`config.mk`:
```
export PLATFORM = sky130hd
export DESIGN_NAME = pipe_stage_reg
export DESIGN_NICKNAME = d
export VERILOG_FILES = /design/src/rtl/pipe_pkg.sv /design/src/rtl/pipe_slot.sv /design/src/rtl/pipe_stage_reg.sv
export SDC_FILE = /design/constraint.sdc
export NUM_CORES = 1
export LEC_CHECK = 0
export ABC_AREA = 0
export CAP_MARGIN = 20
export CELL_PAD_IN_SITES_DETAIL_PLACEMENT = 0
export CELL_PAD_IN_SITES_GLOBAL_PLACEMENT = 1
export CORE_MARGIN = 2
export CORE_UTILIZATION = 30
export DETAILED_ROUTE_END_ITERATION = 6
export DONT_BUFFER_PORTS = 1
export GPL_TIMING_DRIVEN = 0
export PLACE_DENSITY = 0.6
export SLEW_MARGIN = 20
export SYNTH_ARGS = -nofsm -noshare
export SYNTH_HDL_FRONTEND = slang
export SYNTH_HIERARCHICAL = 1
export SYNTH_SLANG_ARGS = --single-unit
export TNS_END_PERCENT = 30
```
`constraint.sdc`:
```
create_clock -name clk -period 2.1 [get_ports clk]
set_input_delay 0.42 -clock clk [delete_from_list [all_inputs] [get_ports clk]]
set_output_delay 0.42 -clock clk [all_outputs]
set_load 0.03 [all_outputs]
```
`src/rtl/pipe_pkg.sv`:
```
// pipe_pkg -- shared definitions for the write-back pipeline stage register.
//
// Contents:
//   DEFAULT_DATA_W / DEFAULT_ADDR_W : default widths of the write-back fields.
//   wb_payload_t                    : write-back record (wb_en, wb_addr, wb_data) at the
//                                     default widths. Modules with other widths declare
//                                     the same record locally from their own parameters.
package pipe_pkg;

    localparam int unsigned DEFAULT_DATA_W = 32;
    localparam int unsigned DEFAULT_ADDR_W = 5;

    typedef struct packed {
        logic                      wb_en;
        logic [DEFAULT_ADDR_W-1:0] wb_addr;
        logic [DEFAULT_DATA_W-1:0] wb_data;
    } wb_payload_t;

endpackage

```
`src/rtl/pipe_slot.sv`:
```
// pipe_slot -- one storage slot of the pipeline stage: a valid flag plus a payload register.
//
// Ports:
//   clk      : clock, rising edge
//   rst      : synchronous active-high reset; clears valid and payload
//   i_load   : capture i_data and mark the slot valid
//   i_clear  : invalidate the slot (wins over i_load); payload is left as is
//   i_data   : payload to capture
//   o_valid  : slot holds an entry
//   o_data   : stored payload
module pipe_slot
    import pipe_pkg::*;
#(
    parameter int unsigned WIDTH = $bits(wb_payload_t)
) (
    input  logic             clk,
    input  logic             rst,
    input  logic             i_load,
    input  logic             i_clear,
    input  logic [WIDTH-1:0] i_data,
    output logic             o_valid,
    output logic [WIDTH-1:0] o_data
);

    logic             r_valid;
    logic [WIDTH-1:0] r_data;

    always_ff @(posedge clk) begin
        if (rst) begin
            r_valid <= 1'b0;
            r_data  <= '0;
        end else if (i_clear) begin
            r_valid <= 1'b0;
        end else if (i_load) begin
            r_valid <= 1'b1;
            r_data  <= i_data;
        end
    end

    assign o_valid = r_valid;
    assign o_data  = r_data;

endmodule

```
`src/rtl/pipe_stage_reg.sv`:
```
// pipe_stage_reg -- valid/ready pipeline register for a write-back payload.
//
// Build option: define PIPE_STAGE_SKID_EN for the two-slot (main + skid) variant with a
// registered in_ready. Without it the stage has the main slot only and in_ready is
// combinational: (NOT out_valid) OR out_ready.
//
// Ports:
//   clk, rst        : clock (rising edge), synchronous active-high reset
//   flush           : drop every held entry and the input presented this cycle
//   in_valid/ready  : upstream handshake
//   in_wb_*         : incoming write-back enable, address, data
//   out_valid/ready : downstream handshake
//   out_wb_*        : outgoing write-back enable, address, data (driven by the main slot)
//   occupancy       : number of held entries
module pipe_stage_reg
    import pipe_pkg::*;
#(
    parameter int unsigned DATA_W = DEFAULT_DATA_W,
    parameter int unsigned ADDR_W = DEFAULT_ADDR_W
) (
    input  logic              clk,
    input  logic              rst,
    input  logic              flush,
    input  logic              in_valid,
    output logic              in_ready,
    input  logic              in_wb_en,
    input  logic [ADDR_W-1:0] in_wb_addr,
    input  logic [DATA_W-1:0] in_wb_data,
    output logic              out_valid,
    input  logic              out_ready,
    output logic              out_wb_en,
    output logic [ADDR_W-1:0] out_wb_addr,
    output logic [DATA_W-1:0] out_wb_data,
    output logic [1:0]        occupancy
);

    typedef struct packed {
        logic              wb_en;
        logic [ADDR_W-1:0] wb_addr;
        logic [DATA_W-1:0] wb_data;
    } payload_t;

    localparam int unsigned PAYLOAD_W = $bits(payload_t);

    payload_t w_in_payload;
    payload_t w_main_d;
    payload_t w_main_payload;
    logic     w_main_valid;
    logic     w_in_fire;
    logic     w_out_fire;
    logic     w_main_free;
    logic     w_main_load;
    logic     w_main_clear;

    assign w_in_payload = '{wb_en: in_wb_en, wb_addr: in_wb_addr, wb_data: in_wb_data};
    assign w_in_fire    = in_valid & in_ready;
    assign w_out_fire   = w_main_valid & out_ready;
    // Main can take a new entry this edge if it is empty or its entry leaves now.
    assign w_main_free  = ~w_main_valid | w_out_fire;
    // A departing entry without a replacement empties main; flush always does.
    assign w_main_clear = flush | (w_out_fire & ~w_main_load);

`ifdef PIPE_STAGE_SKID_EN
    payload_t w_skid_payload;
    logic     w_skid_valid;
    logic     w_skid_load;
    logic     w_skid_clear;
    logic     w_skid_valid_d;
    logic     r_in_ready;

    // Skid is older than any input, so it refills main first.
    assign w_main_load    = ~flush & w_main_free & (w_skid_valid | w_in_fire);
    assign w_main_d       = w_skid_valid ? w_skid_payload : w_in_payload;

    assign w_skid_load    = ~flush & w_in_fire & ~w_main_free;
    assign w_skid_clear   = flush | (w_skid_valid & w_main_free);
    assign w_skid_valid_d = w_skid_load | (w_skid_valid & ~w_skid_clear);

    // in_ready tracks the skid slot's next state so it never depends on out_ready
    // combinationally; an accepted input always has room in main or skid.
    always_ff @(posedge clk) begin
        if (rst) begin
            r_in_ready <= 1'b0;
        end else begin
            r_in_ready <= ~w_skid_valid_d;
        end
    end

    pipe_slot #(
        .WIDTH (PAYLOAD_W)
    ) u_skid (
        .clk     (clk),
        .rst     (rst),
        .i_load  (w_skid_load),
        .i_clear (w_skid_clear),
        .i_data  (w_in_payload),
        .o_valid (w_skid_valid),
        .o_data  (w_skid_payload)
    );

    assign in_ready  = r_in_ready;
    assign occupancy = {1'b0, w_main_valid} + {1'b0, w_skid_valid};
`else
    // An accepted input implies main is free, so no extra qualification is needed.
    assign w_main_load = ~flush & w_in_fire;
    assign w_main_d    = w_in_payload;
    assign in_ready    = ~rst & w_main_free;
    assign occupancy   = {1'b0, w_main_valid};
`endif

    pipe_slot #(
        .WIDTH (PAYLOAD_W)
    ) u_main (
        .clk     (clk),
        .rst     (rst),
        .i_load  (w_main_load),
        .i_clear (w_main_clear),
        .i_data  (w_main_d),
        .o_valid (w_main_valid),
        .o_data  (w_main_payload)
    );

    assign out_valid   = w_main_valid;
    assign out_wb_en   = w_main_valid & w_main_payload.wb_en;
    assign out_wb_addr = w_main_payload.wb_addr;
    assign out_wb_data = w_main_payload.wb_data;

endmodule

```
# Word-level counts from Yosys, hierarchy flattened
# Cells that the tools add are included.
dict set report totals {
  inputBits 43
  output_inout_bits 42
  register_bits 39
}
dict set report classes {
  n_reduce_logical 2
  n_bitwise 13
}
# operator n
set op_table {}
lappend op_table {{bitwise AND 1 bit} 6}
lappend op_table {{NOT 1 bit} 5}
lappend op_table {{OR 1 bit} 2}
lappend op_table {{AND reduction 2 bit} 1}
lappend op_table {{OR reduction 2 bit} 1}

# Logic depth before layout (Yosys ltp)
# Gate-level depths: netlist (run 1).
dict set report logic_depth {
  depth_word 10
  mapped_depth 6
  mapped_depth_nobuf 4
}

# Modules after synthesis
# Netlist (run 1), hierarchy kept.
# module seq_area_each_um2 area_each_um2 instances cells_each
set modules_own_cells {}
lappend modules_own_cells {pipe_slot 780.7 1890.6 1 176}
lappend modules_own_cells {pipe_stage_reg 0.0 67.6 1 10}

# Least setup slack after synthesis (run 1)
# OpenSTA, ideal clock, no wires.
dict set report synth_path {
  path_kind {input -> register}
  startpoint {input out_ready}
  endpoint {register u_main.r_data[14], in the netlist u_main/o_data[14]}
  setup_slack_ns 0.480
  arrival_ns 1.504
  path_stages 6
  t_required_ns 1.984
  setup_ns 0.116
  path_cell_list {inv_1 -> a2111oi_2 -> nor2b_4 -> buf_6 -> buf_12 -> o21ai_2}
}
dict set report synth_between {
  elab_chain_len 10
}
# element line
set synth_rtl {}
lappend synth_rtl {{from (decl)} pipe_stage_reg.sv:30} ;# input logic out_ready,
lappend synth_rtl {{bitwise AND 1 bit (*)} pipe_stage_reg.sv:57} ;# assign w_out_fire = w_main_valid & out_ready;
lappend synth_rtl {{OR 1 bit (*)} pipe_stage_reg.sv:59} ;# assign w_main_free = ~w_main_valid | w_out_fire;
lappend synth_rtl {{bitwise AND 1 bit (*)} pipe_stage_reg.sv:107} ;# assign in_ready = ~rst & w_main_free;
lappend synth_rtl {{bitwise AND 1 bit (*)} pipe_stage_reg.sv:56} ;# assign w_in_fire = in_valid & in_ready;
lappend synth_rtl {{bitwise AND 1 bit (*)} pipe_stage_reg.sv:105} ;# assign w_main_load = ~flush & w_in_fire;
lappend synth_rtl {{via w_main_load} pipe_stage_reg.sv:52} ;# logic w_main_load;
lappend synth_rtl {{NOT 1 bit} pipe_stage_reg.sv:61} ;# assign w_main_clear = flush | (w_out_fire & ~w_main_load);
lappend synth_rtl {{bitwise AND 1 bit} pipe_stage_reg.sv:61}
lappend synth_rtl {{OR 1 bit} pipe_stage_reg.sv:61}
lappend synth_rtl {{NOT 1 bit (no line)} -}
lappend synth_rtl {{AND reduction 2 bit (no line) (*)} -}
lappend synth_rtl {{to (signal assigned)} pipe_slot.sv:36} ;# r_data <= i_data;
lappend synth_rtl {{to (decl)} pipe_slot.sv:26} ;# logic [WIDTH-1:0] r_data;
# Mark *: on every way through the listed nets, which the timed path passes. The rest lies on a longest branch.
# A chain may end at the register's enable or synchronous reset.

# Final worst setup path (run 1)
dict set report layout_path {
  startpoint {register u_main.r_valid, in the netlist u_main/o_valid}
  endpoint {register u_main.r_data[16], in the netlist u_main/o_data[16]}
}
dict set report layout_between {
  elab_chain_len 10
  elab_cells_between_ends 11
}
# element line
set layout_rtl {}
lappend layout_rtl {{from (decl)} pipe_slot.sv:25} ;# logic r_valid;
lappend layout_rtl {{from (signal assigned)} pipe_slot.sv:30} ;# r_valid <= 1'b0;
lappend layout_rtl {{from (signal assigned)} pipe_slot.sv:33} ;# r_valid <= 1'b0;
lappend layout_rtl {{from (signal assigned)} pipe_slot.sv:35} ;# r_valid <= 1'b1;
lappend layout_rtl {{bitwise AND 1 bit / NOT 1 bit (equally long branches)} {pipe_stage_reg.sv:57, pipe_stage_reg.sv:59}}
lappend layout_rtl {{OR 1 bit (*)} pipe_stage_reg.sv:59}
lappend layout_rtl {{bitwise AND 1 bit (*)} pipe_stage_reg.sv:107}
lappend layout_rtl {{bitwise AND 1 bit (*)} pipe_stage_reg.sv:56}
lappend layout_rtl {{bitwise AND 1 bit (*)} pipe_stage_reg.sv:105}
lappend layout_rtl {{via w_main_load} pipe_stage_reg.sv:52}
lappend layout_rtl {{NOT 1 bit} pipe_stage_reg.sv:61}
lappend layout_rtl {{bitwise AND 1 bit} pipe_stage_reg.sv:61}
lappend layout_rtl {{OR 1 bit} pipe_stage_reg.sv:61}
lappend layout_rtl {{NOT 1 bit (no line)} -}
lappend layout_rtl {{AND reduction 2 bit (no line) (*)} -}
# Marks and branches as above.

==> results.json, run 1 <==
{
  "status": "finished clean",
  "timing.rr.start": "u_main/o_valid$_SDFFE_PP0P_",
  "whs_path_depth": 2,
  "grt_first_pass_wirelength_um": 7890,
  "drive_above_1_share_pct": 23.7,
  "pre_cts_slack_ns": 0.277,
  "diodes": 0,
  "min_to": "u_main/o_data[6]$_SDFFE_PP0P_",
  "vias": 1426,
  "dr.first_iter.drc_count": 78,
  "syn_nets": 229,
  "pin_count": 85,
  "worstSetupEndpointType": "flip-flop",
  "syn_area_um2": 1960,
  "synth_top_area_share_pct": 39.9,
  "synth_commonest_cells": "39 x dfxtp_1, 39 x nand2b_1, 38 x nand4bb_1",
  "critical-path-max-stage-delay_ns": 0.58,
  "nets": 236,
  "min_path_type": "input port to flip-flop",
  "clk_latency_ns": 0.28,
  "grt_pass1_vias": 1522,
  "post_cts.repair.setup_buffers": 0,
  "initial_core_util_pct": 31.0,
  "clock_sinks": 39,
  "syn_avg_cell_area_um2": 10.5,
  "synth_edf_count": 0,
  "required_ns": 2.28,
  "p_leak_nw": 0.721,
  "power.density_nw_per_um2": 692,
  "hold_slack_ns": 0.309,
  "die_height_um": 84.8,
  "h-tree-depth": 2,
  "std_cell_rows": 29,
  "cts_tree": "built",
  "r2r_end": "u_main/o_data[16]$_SDFFE_PP0P_",
  "skew_ns": 0.00222,
  "crit_slowest_cell": "a2111oi_2",
  "final_cells": 271,
  "ys_warn_count": 6,
  "hold_violations": 0,
  "path_cells": "a2111oi_2 -> nor2b_4 -> buf_6 -> buf_12 -> o21ai_2",
  "finalPower_mw": 1.49,
  "ys.flop_type": "dfxtp_1",
  "synthTopCellsByArea": "dfxtp_1 40%, nand4bb_1 22%, nand2b_1 12%",
  "reg2regPathDepth": 5,
  "grt_max_degree": 12,
  "synth-seq-area-share_pct": 39.9,
  "critical_path_buf_inv_count": 2,
  "clock_tree.root_cell": "clkbuf_8",
  "crit_arrival_ns": 1.99,
  "crit_fanout": 10,
  "rsz0062_at_grt": "no",
  "finalWorstSetupSlack_ns": 0.285,
  "die_w_um": 84.8,
  "gr-usage-all-layers_pct": 14.1,
  "drtPass1Iterations": 4,
  "relSlewSlack_pct": 55.3,
  "hp-start": "in_wb_data[6]",
  "detail_route.wirelength_um": 5040,
  "dieArea_um2": 7190,
  "grt_antenna_before_repair": 0,
  "max_freq_mhz": 551,
  "finalCriticalPeriod_ns": 1.81,
  "ir_drop_uv": 251,
  "overflow": 0,
  "critical_path_class": "flip-flop to flip-flop",
  "clockBufferDepth": 2,
  "path_clk_slew_ns": 0.07,
  "core_area_um2": 6310,
  "place_congestion": 0.780,
  "postSynthCellCount": 186,
  "setup-tns-final_ns": 0,
  "cts_resized": 0,
  "area_delta_synth_final_pct": 10.0,
  "cp_top_family": "compound AO/OA/AOI/OAI gates",
  "reg2reg_setup_slack_ns": 0.29,
  "critPathLaunchType": "flip-flop",
  "synth.distinct_cells": 21,
  "numPortBuffers": 0,
  "vias_per_cell": 5.26,
  "cts_made_buffers": 5,
  "async_flop_share_pct": 0,
  "drc": 0,
  "dpl.cell_count": 263,
  "routedWlPerCell_um": 18.6,
  "setup_viol": 0,
  "ant_nets": 0,
  "dpl.hpwl_um": 3770,
  "ys_ff_latch": 39,
  "period_share_pct": 86.4,
  "yosysTopAreaCell": "dfxtp_1",
  "max_cap_viol_count": 0,
  "tightestPinTransition_ns": 0.673,
  "maxSlewViolCount": 0,
  "hold_buffers": 0
}
## final cells by class
type,count,area (um^2)
buffer,22,171
fill,660,4160
multi-input combinational,123,998
sequential,39,781
tap,77,96.3
clock buffer,8,100
inverter,2,7.51
## flip-flops by register name (all words and copies together), names as in the netlist
register,cells
u_main/o_data,38
u_main/o_valid,1
## logic make-up (layout without fill, tap and decap cells)
| group | count (synthesis) | after routing | share of synthesized area, % |
|---|---|---|---|
| other | 1 | 1 | 0.192 |
| flip-flops | 39 | 39 | 39.9 |
| buffers and inverters | 24 | 32 | 9.14 |
| AO/OA/AOI/OAI | 41 | 41 | 15.0 |
| AND/OR/NAND/NOR | 81 | 81 | 35.8 |
## stage by stage
step,util (%),cell area [um^2]
finish,34.1,2150
global placement,32.5,2050
global route,34.1,2150
detailed placement,32.5,2050
CTS,34.1,2150
floorplan,-,1960
## how the worst max path moves through the flow
stage | start | end | slack [ns] | depth (start not counted)
2_1_floorplan | out_ready | u_main/o_data[14]$_SDFFE_PP0P_ | 0.48 | 6
5_1_grt | u_main/o_valid$_SDFFE_PP0P_ | u_main/o_data[23]$_SDFFE_PP0P_ | 0.16 | 5
4_1_cts | u_main/o_valid$_SDFFE_PP0P_ | u_main/o_data[16]$_SDFFE_PP0P_ | 0.24 | 5
6_report | u_main/o_valid$_SDFFE_PP0P_ | u_main/o_data[16]$_SDFFE_PP0P_ | 0.29 | 5
3_3_place_gp | out_ready | u_main/o_data[32]$_SDFFE_PP0P_ | 0.28 | 6
3_5_place_dp | out_ready | u_main/o_data[31]$_SDFFE_PP0P_ | 0.28 | 6
## placed cells by master, fill, tap and decap left out
cell,synthesis,final
nand2b_1,39,39
dfxtp_1,39,39
nand4bb_1,38,38
o21ai_2,20,20
o21ai_1,9,9
o21ai_0,9,9
clkbuf_8,0,7
clkbuf_1,6,7
buf_6,5,5
buf_4,3,3
clkbuf_2,3,3
buf_2,3,3
inv_1,2,2
buf_12,2,2
and2_1,1,1
a21oi_1,1,1
a2111oi_2,1,1
a31o_2,1,1
conb_1,1,1
nor2b_4,1,1
nor2_1,1,1
nor3_1,1,1
## power by group
part | leakage (nW) | switching (mW) | internal [mW]
combinational | 0.354 | 0.0678 | 0.0683
sequential | 0.316 | 0.0428 | 0.755
clock | 0.0515 | 0.257 | 0.300
## metal layers
metal  wire (um)  up-vias  part of all wire (%)  track usage (%)
met1        1980      696                    39             15.7
met2        2670       51                    53             24.6
met3         362        4                   7.2             5.01
met5           0        -                     0                0
li1            -      675                     -                -
met4          27        0                  0.54             5.48
(Power assumes the default switching activity.)
==> inputs of run 2 (changes only) <==
--- a/config.mk
+++ b/config.mk
@@ -10,11 +10,11 @@
 export CELL_PAD_IN_SITES_DETAIL_PLACEMENT = 0
 export CELL_PAD_IN_SITES_GLOBAL_PLACEMENT = 1
 export CORE_MARGIN = 2
-export CORE_UTILIZATION = 30
+export CORE_UTILIZATION = 46
 export DETAILED_ROUTE_END_ITERATION = 6
 export DONT_BUFFER_PORTS = 1
 export GPL_TIMING_DRIVEN = 0
-export PLACE_DENSITY = 0.6
+export PLACE_DENSITY = 0.83
 export SLEW_MARGIN = 20
 export SYNTH_ARGS = -nofsm -noshare
 export SYNTH_HDL_FRONTEND = slang
==> results.json, run 2 (synthesis results as in run 1) <==
{
  "dpl.hpwl_um": 3250,
  "critical_path_buf_inv_count": 2,
  "grt_first_pass_wirelength_um": 7250,
  "drtPass1Iterations": 4,
  "dieArea_um2": 4790,
  "place_area_um2": 2020,
  "max_freq_mhz": 544,
  "min_path_type": "input port to flip-flop",
  "skew_ns": 0.00286,
  "cts_made_buffers": 5,
  "diodes": 0,
  "dr.first_iter.drc_count": 52,
  "std_cell_rows": 23,
  "grt_antenna_before_repair": 0,
  "overflow": 0,
  "finalCriticalPeriod_ns": 1.84,
  "crit_fanout": 10,
  "timing.rr.start": "u_main/o_valid$_SDFFE_PP0P_",
  "die_w_um": 69.2,
  "ant_nets": 0,
  "h-tree-depth": 2,
  "maxSlewViolCount": 0,
  "required_ns": 2.28,
  "final_util_pct": 51.8,
  "power.switching_mw": 0.356,
  "layout_common_cells": "39 x nand2b_1, 39 x dfxtp_1, 38 x nand4bb_1, 20 x o21ai_2",
  "power_frac_clock_pct": 34.1,
  "crit_path_start": "u_main/o_valid$_SDFFE_PP0P_",
  "drive_above_1_share_pct": 23.2,
  "combPwrFrac_pct": 9.5,
  "gr-usage-all-layers_pct": 18.8,
  "path_clk_slew_ns": 0.07,
  "power.density_nw_per_um2": 672,
  "crit_slowest_cell": "a2111oi_2",
  "p_leak_nw": 0.712,
  "period_share_pct": 87.5,
  "ir_drop_uv": 300,
  "clk_latency_ns": 0.28,
  "clock_sinks": 39,
  "drc": 0,
  "routedWlPerCell_um": 18.4,
  "finalInstanceArea_um2": 2100,
  "setup_viol": 0,
  "die_height_um": 69.2,
  "clock_tree.root_cell": "clkbuf_8",
  "reg2reg_setup_slack_ns": 0.26,
  "r2r_end": "u_main/o_data[25]$_SDFFE_PP0P_",
  "cts_resized": 0,
  "tightestPinTransition_ns": 0.640,
  "place_congestion": 0.714,
  "status": "finished clean",
  "grt_pass1_vias": 1481,
  "numPortBuffers": 0,
  "rsz0062_at_grt": "no",
  "relSlewSlack_pct": 57.5,
  "cp_top_family": "compound AO/OA/AOI/OAI gates",
  "intPower_mw": 1.06,
  "max_cap_viol_count": 0,
  "worstSetupEndpointType": "flip-flop",
  "core_area_um2": 4060,
  "pin_count": 85,
  "critical-path-max-stage-delay_ns": 0.60,
  "reg2regPathDepth": 5,
  "timing.critical_path.to": "u_main/o_data[25]$_SDFFE_PP0P_",
  "largest_reg_flops": 38,
  "crit_arrival_ns": 2.02,
  "clockBufferDepth": 2,
  "cts_tree": "built",
  "pwr-share-seq_pct": 56.4,
  "area_delta_synth_final_pct": 7.35,
  "nets": 236,
  "grt_max_degree": 12,
  "p_sw_share_pct": 25.2,
  "post_cts.repair.setup_buffers": 0,
  "hold_buffers": 0,
  "path_cells": "a2111oi_2 -> nor2b_4 -> buf_6 -> buf_12 -> o21ai_2",
  "critPathLaunchType": "flip-flop",
  "critical_path_class": "flip-flop to flip-flop",
  "setup-tns-final_ns": 0,
  "vias": 1428,
  "vias_per_cell": 5.85,
  "cp_num_cells": 5,
  "initial_core_util_pct": 48.3,
  "hold_violations": 0,
  "detail_route.wirelength_um": 4480
}
run 2: layout make-up:
cell class / count / area (um^2)
fillers: 383 / 1960
multi-input cells: 123 / 998
flip-flops and latches: 39 / 781
plain buffers: 22 / 171
clock buffers: 7 / 76.3
well taps: 50 / 62.6
inverters: 2 / 7.51
clock inverters: 1 / 5.00
run 2: worst register-to-register path, stage by stage (launching register included):
cell	delay [ns]
dfxtp_1	0.48
a2111oi_2	0.61
nor2b_4	0.27
buf_6	0.16
buf_12	0.15
o21ai_2	0.07
run 2: through the flow:
stage | hold slack [ns] | setup WS [ns] | instances | total power, mW
floorplan | 0.445 | 0.480 | 186 | 0.923
global placement | 0.462 | 0.275 | 236 | 0.943
detailed placement | 0.472 | 0.256 | 236 | 0.950
CTS | 0.297 | 0.245 | 244 | 1.43
global route | 0.293 | 0.111 | 244 | 1.47
finish | 0.303 | 0.262 | 244 | 1.41
run 2: worst min-delay path by stage:
stage | cells after the start | endpoint | slack [ns] | start
finish | 2 | u_main/o_data[9]$_SDFFE_PP0P_ | 0.30 | in_wb_data[9]
global route | 2 | u_main/o_data[14]$_SDFFE_PP0P_ | 0.29 | in_wb_data[14]
CTS | 2 | u_main/o_data[9]$_SDFFE_PP0P_ | 0.30 | in_wb_data[9]
detailed placement | 2 | u_main/o_data[37]$_SDFFE_PP0P_ | 0.47 | u_main/o_data[37]$_SDFFE_PP0P_
global placement | 2 | u_main/o_data[37]$_SDFFE_PP0P_ | 0.46 | u_main/o_data[37]$_SDFFE_PP0P_
floorplan | 2 | u_main/o_data[37]$_SDFFE_PP0P_ | 0.44 | u_main/o_data[37]$_SDFFE_PP0P_
run 2: power by group through the flow:
| stage | Clock, mW | Combinational (mW) | Sequential [mW] |
|---|---|---|---|
| CTS | 0.500 | 0.136 | 0.798 |
| detailed placement | 0 | 0.135 | 0.815 |
| global placement | 0 | 0.129 | 0.814 |
| finish | 0.481 | 0.134 | 0.797 |
| floorplan | 0 | 0.111 | 0.811 |
| global route | 0.529 | 0.144 | 0.800 |
run 2: layer usage:
metal,GRT usage (%),part of all wire (%)
met5,0,0
met4,7.41,1.2
met3,7.27,7.0
met2,32.9,51
met1,20.2,41
==> inputs of run 3 (changes only) <==
--- a/config.mk
+++ b/config.mk
@@ -9,6 +9,7 @@
 export CAP_MARGIN = 20
 export CELL_PAD_IN_SITES_DETAIL_PLACEMENT = 0
 export CELL_PAD_IN_SITES_GLOBAL_PLACEMENT = 1
+export CORE_ASPECT_RATIO = 0.5
 export CORE_MARGIN = 2
 export CORE_UTILIZATION = 46
 export DETAILED_ROUTE_END_ITERATION = 6
==> results.json, run 3 (synthesis results as in run 1) <==
{
  "path_cells": "a2111oi_2 -> nor2b_4 -> clkbuf_2 -> o21ai_0",
  "required_ns": 2.27,
  "p_leak_nw": 0.731,
  "place_congestion": 0.687,
  "critical-path-max-stage-delay_ns": 0.66,
  "period_share_pct": 91.9,
  "nFillCells": 360,
  "ir_drop_uv": 236,
  "h-tree-depth": 2,
  "final_util_pct": 53.8,
  "met1_usage_pct": 24.5,
  "finalCriticalPeriod_ns": 1.93,
  "layout_common_cells": "39 x nand2b_1, 39 x dfxtp_1, 38 x nand4bb_1, 20 x o21ai_2",
  "grt_max_degree": 13,
  "use_met3_pct": 7.66,
  "grt_antenna_before_repair": 0,
  "overflow": 0,
  "gr-usage-all-layers_pct": 19.0,
  "std_cell_rows": 16,
  "clockBufferDepth": 2,
  "crit_path_start": "u_main/o_valid$_SDFFE_PP0P_",
  "initial_core_util_pct": 49.2,
  "dr.first_iter.drc_count": 45,
  "area_delta_synth_final_pct": 9.46,
  "drtPass1Iterations": 4,
  "timing.rr.start": "u_main/o_valid$_SDFFE_PP0P_",
  "crit_arrival_ns": 2.10,
  "routedWlPerCell_um": 17.8,
  "hold_buffers": 0,
  "drive_above_1_share_pct": 24.2,
  "ant_nets": 0,
  "post_cts.repair.setup_buffers": 0,
  "cts_made_buffers": 5,
  "clk_latency_ns": 0.29,
  "skew_ns": 0.00495,
  "max_freq_mhz": 518,
  "drc": 0,
  "maxSlewViolCount": 0,
  "final_cells": 248,
  "crit_fanout": 10,
  "clock_sinks": 39,
  "nets": 236,
  "critical_path_buf_inv_count": 1,
  "hold_slack_ns": 0.292,
  "diodes": 0,
  "die_w_um": 96.3,
  "hp-start": "in_wb_data[8]",
  "rsz0062_at_grt": "no",
  "setup-tns-final_ns": 0,
  "tightestPinTransition_ns": 0.660,
  "clock_tree.root_cell": "clkbuf_8",
  "setup_viol": 0,
  "critPathLaunchType": "flip-flop",
  "reg2reg_setup_slack_ns": 0.17,
  "largest_reg_flops": 38,
  "power.density_nw_per_um2": 738,
  "die_height_um": 50.1,
  "crit_slowest_cell": "a2111oi_2",
  "min_path_type": "input port to flip-flop",
  "pre_cts_slack_ns": 0.223,
  "cts_tree": "built",
  "pin_count": 85,
  "grt_first_pass_wirelength_um": 7000,
  "max_cap_viol_count": 0,
  "core_area_um2": 3980,
  "grt_pass1_vias": 1453,
  "detail_route.wirelength_um": 4420,
  "vias_per_cell": 5.69,
  "relSlewSlack_pct": 55.9,
  "hold_violations": 0,
  "path_clk_slew_ns": 0.08,
  "busiest_layer": "met2",
  "status": "finished clean",
  "grtUsageMet2_pct": 29.3,
  "numPortBuffers": 0,
  "cp_top_family": "compound AO/OA/AOI/OAI gates",
  "cts_resized": 0,
  "vias": 1411,
  "dpl.hpwl_um": 3150,
  "critical_path_class": "flip-flop to flip-flop",
  "worstSetupEndpointType": "flip-flop",
  "dpl.cell_count": 240,
  "finalWorstSetupSlack_ns": 0.171,
  "dieArea_um2": 4830
}
run 3: changes by cell type in the layout (fill, tap and decap cells not counted), sizes merged:
cell / delta
bufinv: +1
clkbuf: -1
run 3: through the flow:
| step | cell area, um^2 | power [mW] |
|---|---|---|
| finish | 2140 | 1.58 |
| CTS | 2140 | 1.60 |
| floorplan | 1960 | 0.923 |
| global placement | 2030 | 0.947 |
| global route | 2140 | 1.65 |
| detailed placement | 2030 | 0.949 |
run 3: area by class of cell:
type,instances,area (um^2),area share [%]
inverter,2,7.51,0.350
tap,54,67.6,3.15
multi-input combinational,123,998,46.6
clock inverter,2,35.0,1.63
buffer,22,171,8.00
clock buffer,6,82.6,3.85
sequential,39,781,36.4
run 3: final timing paths:
check	end	cells past startpoint
max	u_main/o_data[4]$_SDFFE_PP0P_	4
min reg2reg	u_main/o_data[37]$_SDFFE_PP0P_	2
min	u_main/o_data[8]$_SDFFE_PP0P_	2
max reg2reg	u_main/o_data[4]$_SDFFE_PP0P_	4
run 3: power breakdown:
group          internal, mW  switching, mW
Sequential            0.755         0.0419
Combinational        0.0683         0.0657
Clock                 0.384          0.266
run 3: metal layers:
metal,routed length (um),vias to the layer above
met2,1980,47
met3,384,4
met5,0,-
met4,37,0
li1,-,679
met1,2020,681
